<file path="src/rtl/conv_datapath.sv">
// 3x3 convolution datapath: 3-column sample window, 3x3 kernel, 3-cycle
// sequential MAC over a start-time snapshot, saturated signed 16-bit result.
module conv_datapath (
    input  logic        clk,
    input  logic        n_rst,
    input  logic [23:0] sample_in,
    input  logic        sample_shift,
    input  logic        sample_stream,
    input  logic        convolve_en,
    input  logic [23:0] coeff_in,
    input  logic        coeff_ld,
    input  logic [1:0]  coeff_sel,
    output logic [15:0] result,
    output logic        result_valid,
    output logic        sat,
    output logic        busy,
    output logic        overrun
);

    typedef enum logic [1:0] {IDLE, MAC0, MAC1, MAC2} state_t;

    state_t             state_q;
    logic [23:0]        win_q   [3];
    logic [23:0]        ker_q   [3];
    logic [23:0]        win_s_q [3];
    logic [23:0]        ker_s_q [3];
    logic signed [19:0] acc_q;
    logic               conv_q;

    logic               start;
    logic [1:0]         col;
    logic signed [19:0] term;
    logic signed [19:0] acc_d;
    logic [15:0]        res_d;
    logic               sat_d;
    logic               unused_stream;

    assign unused_stream = sample_stream;

    // Pixels are zero-extended to 9-bit signed, so each product fits 17 bits.
    function automatic logic signed [19:0] col_term(input logic [23:0] px,
                                                    input logic [23:0] cf);
        logic signed [8:0]  pix;
        logic signed [7:0]  cof;
        logic signed [16:0] prod;
        logic signed [19:0] s;
        s = '0;
        for (int unsigned r = 0; r < 3; r++) begin
            pix  = {1'b0, px[8*r +: 8]};
            cof  = cf[8*r +: 8];
            prod = 17'(pix) * 17'(cof);
            s    = s + 20'(prod);
        end
        return s;
    endfunction

    always_comb begin
        start = convolve_en & ~conv_q;
        case (state_q)
            MAC0:    col = 2'd0;
            MAC1:    col = 2'd1;
            default: col = 2'd2;
        endcase
        term  = col_term(win_s_q[col], ker_s_q[col]);
        acc_d = acc_q + term;
        sat_d = 1'b0;
        res_d = acc_d[15:0];
        if (acc_d > 20'sd32767) begin
            res_d = 16'h7FFF;
            sat_d = 1'b1;
        end else if (acc_d < -20'sd32768) begin
            res_d = 16'h8000;
            sat_d = 1'b1;
        end
    end

    always_ff @(posedge clk or negedge n_rst) begin
        if (!n_rst) begin
            state_q      <= IDLE;
            acc_q        <= '0;
            conv_q       <= 1'b0;
            result       <= '0;
            result_valid <= 1'b0;
            sat          <= 1'b0;
            busy         <= 1'b0;
            overrun      <= 1'b0;
            for (int unsigned i = 0; i < 3; i++) begin
                win_q[i]   <= '0;
                ker_q[i]   <= '0;
                win_s_q[i] <= '0;
                ker_s_q[i] <= '0;
            end
        end else begin
            conv_q       <= convolve_en;
            result_valid <= 1'b0;
            overrun      <= 1'b0;

            if (sample_shift) begin
                win_q[0] <= win_q[1];
                win_q[1] <= win_q[2];
                win_q[2] <= sample_in;
            end
            if (coeff_ld && coeff_sel != 2'd3)
                ker_q[coeff_sel] <= coeff_in;

            // A start always wins: it restarts from a fresh snapshot, and
            // when it lands mid-computation the old result is dropped.
            if (start) begin
                win_s_q <= win_q;
                ker_s_q <= ker_q;
                acc_q   <= '0;
                state_q <= MAC0;
                busy    <= 1'b1;
                overrun <= (state_q != IDLE);
            end else begin
                case (state_q)
                    MAC0: begin
                        acc_q   <= acc_d;
                        state_q <= MAC1;
                    end
                    MAC1: begin
                        acc_q   <= acc_d;
                        state_q <= MAC2;
                    end
                    MAC2: begin
                        acc_q        <= acc_d;
                        result       <= res_d;
                        sat          <= sat_d;
                        result_valid <= 1'b1;
                        busy         <= 1'b0;
                        state_q      <= IDLE;
                    end
                    default: state_q <= IDLE;
                endcase
            end
        end
    end

endmodule

</file>
<file path="config.mk">
export PLATFORM = sky130hd
export DESIGN_NAME = conv_datapath
export DESIGN_NICKNAME = d
export VERILOG_FILES = /design/src/rtl/conv_datapath.sv
export SDC_FILE = /design/constraint.sdc
export NUM_CORES = 1
export LEC_CHECK = 0
export CORE_UTILIZATION = 63
export CTS_CLUSTER_DIAMETER = 40
export DETAILED_ROUTE_END_ITERATION = 6
export HOLD_SLACK_MARGIN = 0.12
export PLACE_DENSITY = 0.82
export SLEW_MARGIN = 20
export SYNTH_ARGS = -nofsm -noshare
export SYNTH_HDL_FRONTEND = slang
export SYNTH_SLANG_ARGS = --single-unit
</file>
<file path="constraint.sdc">
create_clock -name clk -period 10.7 [get_ports clk]
set_input_delay 2.14 -clock clk [delete_from_list [all_inputs] [get_ports clk]]
set_output_delay 2.14 -clock clk [all_outputs]
set_load 0.1 [all_outputs]
</file>
; ---- Yosys cells after proc, flatten, opt, wreduce, memory -nomap -nowiden
; Index checks and enable logic that the tools add are counted.
[totals]
inputBits = 56
regBits = 331
elab_cells = 70
output_inout_bits = 20
[op_classes]
mul = 3
eq_ne = 4
reduce_logical = 7
n_mux = 23
magnitude_cmp = 5
add_sub_neg = 3
bitwise = 5
[ops]
columns = cell, n
row1 = 24-bit 2-to-1 mux, 5
row2 = 24-bit binary-select mux with 2-bit select, 2
row3 = 72-bit bitwise mux, 1
row4 = 9-bit by 8-bit multiplier with 17-bit output, 3
row5 = 24-bit demux with 2-bit select, 1
row6 = 20-bit 2-to-1 mux, 2
row7 = 16-bit 2-to-1 mux, 2
row8 = 20-bit by 19-bit adder with 20-bit output, 1
row9 = "20-bit by 16-bit greater-than comparator with 1-bit output, second input constant", 1
row10 = "20-bit by 16-bit less-than comparator with 1-bit output, second input constant", 1
row11 = 18-bit by 17-bit adder with 19-bit output, 1
row12 = 17-bit by 17-bit adder with 18-bit output, 1
row13 = 2-bit one-hot mux with 2 select lines, 2
row14 = 1-bit 2-to-1 mux, 7
row15 = "3-bit >= comparator, second input constant", 2
row16 = 2-bit inverter with 3-bit output, 2
row17 = 2-bit nonzero test, 3
row18 = "2-bit equality test, second input constant", 2
row19 = "3-bit by 1-bit less-than comparator with 1-bit output, second input constant", 1
row20 = 3-bit OR reduction, 1
row21 = "2-bit by 1-bit equality test with 1-bit output, second input constant", 1
row22 = 1-bit logical AND, 2
row23 = 2-bit 2-to-1 mux, 1
row24 = "2-bit != test, second input constant", 1
row25 = 3 further kinds, 4

; ---- Logic depth before layout (Yosys ltp)
; Gate-level depths: netlist of run 1.
[logic_depth]
ltp_word = 13
ltp_mapped = 33
depth_no_buf = 29

; ---- Worst setup path before layout of run 1
; Ideal clock, no wire load.
[synth_timing]
path_type = register -> register
from = register state_q[1]
to = register result[4]
stages_incl_launch_ff = 31
synth_period_minus_slack_ns = 8.036
n_path_buf = 4
required_ns = 10.566
setup_time_ns = 0.134
arrival_ns = 7.902
setup_slack_ns = 2.664
path_cell_list = dfrtp_1 -> inv_1 -> ha_1 -> clkbuf_1 -> buf_2 -> buf_1 -> mux2i_1 -> o21ai_1 -> nand2_1 -> fa_1 -> inv_1 -> fa_1 -> inv_1 -> fa_1 -> fa_1 -> inv_1 -> fa_1 -> inv_1 -> fa_1 -> inv_1 -> fa_1 -> ha_1 -> a21o_1 -> a21oi_1 -> a21oi_1 -> or2_2 -> a41oi_2 -> xnor2_1 -> o21ai_2 -> buf_4 -> a22oi_1
[synth_via]
elab_chain_len = 13
elab_cells_between_ends = 22
classes_between = add/sub (3) / mul (3) / order compare (2) / eq/ne (3) / mux (9) / bitwise (1) / reduce/logical (1)
[synth_rtl]
columns = item, line
row1 = "start, declared", 22  ; state_t state_q;
row2 = "start signal, assigned", 79  ; state_q <= IDLE;
row3 = "start signal, assigned", 112  ; state_q <= MAC0;
row4 = "start signal, assigned", 119  ; state_q <= MAC1;
row5 = 2-bit equality test / 2-bit by 1-bit equality test with 1-bit output (equally long branches), 59  ; case (state_q)
row6 = 2-bit one-hot mux with 2 select lines, 59
row7 = 2-bit inverter with 3-bit output (implied by the code), 64  ; term = col_term(win_s_q[col], ker_s_q[col]);
row8 = 24-bit binary-select mux with 2-bit select, 64
row9 = 24-bit 2-to-1 mux (implied by the code) (2 in series), 64
row10 = 9-bit by 8-bit multiplier with 17-bit output, 51  ; prod = 17'(pix) * 17'(cof);
row11 = 17-bit by 17-bit adder with 18-bit output, 52  ; s = s + 20'(prod);
row12 = 18-bit by 17-bit adder with 19-bit output, 52
row13 = 20-bit by 19-bit adder with 20-bit output, 65  ; acc_d = acc_q + term;
row14 = 20-bit by 16-bit less-than comparator with 1-bit output, 71  ; end else if (acc_d < -20'sd32768) begin
row15 = 16-bit 2-to-1 mux, 71
row16 = 16-bit 2-to-1 mux, 68  ; if (acc_d > 20'sd32767) begin
row17 = "end signal, assigned", 127  ; result <= res_d;
row18 = "end, declared", 13  ; output logic [15:0] result,
; Parallel ways exist; a longest one is shown, timed or not. The select of a mux whose other input is x is not followed.
; A chain may end at the register's enable or synchronous reset.

; ---- Worst setup path in the final report of run 1
[layout_timing]
from = register state_q[1]
to = register result[2]
; Same word-level chain as after synthesis.

==> flow_summary.ini, run 1 <==
[run_status]
status = completed

[logic_synthesis]
synth_area_leaders = dfrtp_1, fa_1, nand2_1
syn-num-nets = 2509
ys_warn_count = 0
synth_top_area_cell = dfrtp_1
ys_async_sr_fraction = 1.00
yosysMostFrequentCell = nand2_1
ys_types = 46
synth.avg_cell_area_um2 = 9.98
yosys-top-cells-count = nand2_1, dfrtp_1, inv_1
netlist_area_um2 = 21400
synth_ff_type = dfrtp_1
synth_top_area_share = 0.388
synth_seq_cells = 331
yosysSeqAreaShare = 0.388
synthCells = 2139
synth_edf_count = 0

[timing]
worst_clock_skew_ns = 0.0188
slew_headroom = 0.257
finalSetupViolCount = 0
fmax_ghz = 0.108
tightest_slew_ns = 1.10
timing.final.max_slew_violations = 0
fin_crit_sh = 0.863
finalSetupTns_ns = 0
rsz0062_at_grt = false
hold_viol = 0
finalCriticalPeriod_ns = 9.23

[global_route]
antenna_found_initial = 0
grt_pass1_vias = 15800
grtUsageTotal = 0.293
grt_max_degree = 98
grt_pass1_wl_um = 77900
gr-total-overflow = 0

[routing]
drc = 0
viasPerCell = 5.54
vias = 14900
ant_nets = 0
wl_per_cell_um = 17.6
dr.pass1.iters = 5
drtIter0Drc = 1076
totalWireLength_um = 47300

[placed_design]
portBuffers = 74
dpl.hpwl_um = 33100
gp_congestion = 0.931

[floorplan]
dieArea_um2 = 34600
die_h_um = 186
die_x_um = 186
rows = 67
coreArea_um2 = 33400
pin_count = 76
initial_core_util = 0.638

[clock_tree]
cts.sinks = 331
clk_transition_reported_paths_ns = 0.06
clock_latency_ns = 0.57
clockBufferDepth = 3
cts_tree = yes
cts_root_buf = clkbuf_16
htreeDepth = 2
cts_made_buffers = 42
postCtsSetupBuffers = 0
cts_resized = 0
cts_hold_buf = 0

[worst_hold_path]
hold_class = register to register

[setup_path]
slowest_stage = ha_2
worstPathRequired_ns = 11.10
crit_type = register to register
cp_max_fo = 42
start_kind = register
critPathCaptureType = register
max_stage_delay_ns = 0.60
cpMostUsedCell = fa_1
cp.arrival_ns = 9.63

[layout]
final_layout_size_suffix_gt1_frac = 0.124
syn_to_final_growth_pct = 12.8
seq_area_um2 = 8280
nFillCells = 2239
layout.nets = 2578
antenna_cells = 0
multi_input_area_um2 = 11700

[job]
cap_violations = 0
## cell type report
cell class,instances,area share
Multi-Input combinational cell,1444,0.487
Sequential cell,331,0.344
Clock buffer,53,0.0483
Inverter,290,0.0452
Timing Repair Buffer,99,0.0399
Tap cell,448,0.0233
Clock inverter,21,0.0127
## flip-flops by register name, summed over array words and instances, names as in the netlist
signal / count
win_q: 72
ker_q: 72
ker_s_q: 72
state_q: 2
sat: 1
conv_q: 1
busy: 1
acc_q: 20
win_s_q: 72
result_valid: 1
overrun: 1
result: 16
## metal layers
metal / wire (µm) / track usage
met1: 18500 / 0.374
met3: 3090 / 0.0522
met5: 0 / 0
met4: 1740 / 0.127
met2: 23900 / 0.491
## path summary, 6_finish.rpt
kind,startpoint,endpoint,slack [ns],depth (start not counted)
max,state_q[1]$_DFF_PN0_,result[2]$_DFFE_PN0P_,1.47,28
min in group asynchronous,n_rst,ker_s_q[13]$_DFFE_PN0P_,1.54,1
max reg2reg,state_q[1]$_DFF_PN0_,result[2]$_DFFE_PN0P_,1.47,28
max in group asynchronous,n_rst,win_q[2]$_DFFE_PN0P_,7.65,2
min reg2reg,ker_q[36]$_DFFE_PN0P_,ker_s_q[36]$_DFFE_PN0P_,0.46,2
min,ker_q[36]$_DFFE_PN0P_,ker_s_q[36]$_DFFE_PN0P_,0.46,2
## worst max-delay path: cells and delay by family (launching register included)
family                   cells  cell delay [ns]
buffers and inverters        7             0.63
adder cells (fa/ha/maj)      9             4.52
XOR/XNOR                     1             0.22
AO/OA/AOI/OAI                7             1.96
flip-flops                   1             0.38
AND/OR/NAND/NOR              4             1.30
## cells in the final DEF (no fill, tap or decap), drive strengths merged, types with 53 or more instances in the layout
cell type,n
nand2,515
dfrtp,331
inv,294
fa,184
nor2,173
mux2,144
ha,130
a21oi,72
clkdlybuf4s50,72
mux2i,63
clkbuf,53
## through the flow
stage	instance area [µm²]	hold WS (ns)	utilization	instances	worst slack (ns)
2_1_floorplan	21400	0.433	-	2139	2.66
3_3_place_gp	22600	0.441	0.675	2611	1.78
5_1_grt	24100	0.486	0.720	2686	1.04
6_report	24100	0.459	0.720	2686	1.47
3_5_place_dp	22600	0.448	0.675	2611	1.57
4_1_cts	24100	0.462	0.719	2685	1.53
## logic make-up after synthesis
| group | after synthesis | share of synthesized area |
|---|---|---|
| fa+ha+maj | 314 | 0.249 |
| compound gates | 140 | 0.0415 |
| mux | 207 | 0.105 |
| buf+inv | 364 | 0.0646 |
| simple gates | 763 | 0.144 |
| flops | 331 | 0.388 |
| xor+xnor | 20 | 0.00820 |
Power of run 1 is left out: the tool's default activity adds up to more than one toggle a clock period on the data nets, which glitch-free logic cannot reach.
==> inputs of run 2 (changes only) <==
--- a/config.mk
+++ b/config.mk
@@ -10,6 +10,7 @@
 export DETAILED_ROUTE_END_ITERATION = 6
 export HOLD_SLACK_MARGIN = 0.12
 export PLACE_DENSITY = 0.82
+export SKIP_CTS_REPAIR_TIMING = 1
 export SLEW_MARGIN = 20
 export SYNTH_ARGS = -nofsm -noshare
 export SYNTH_HDL_FRONTEND = slang
==> results of run 2 <==
Final layout, timing and power as in run 1 (identical DEF).
Power of run 2 is left out for the same reason.
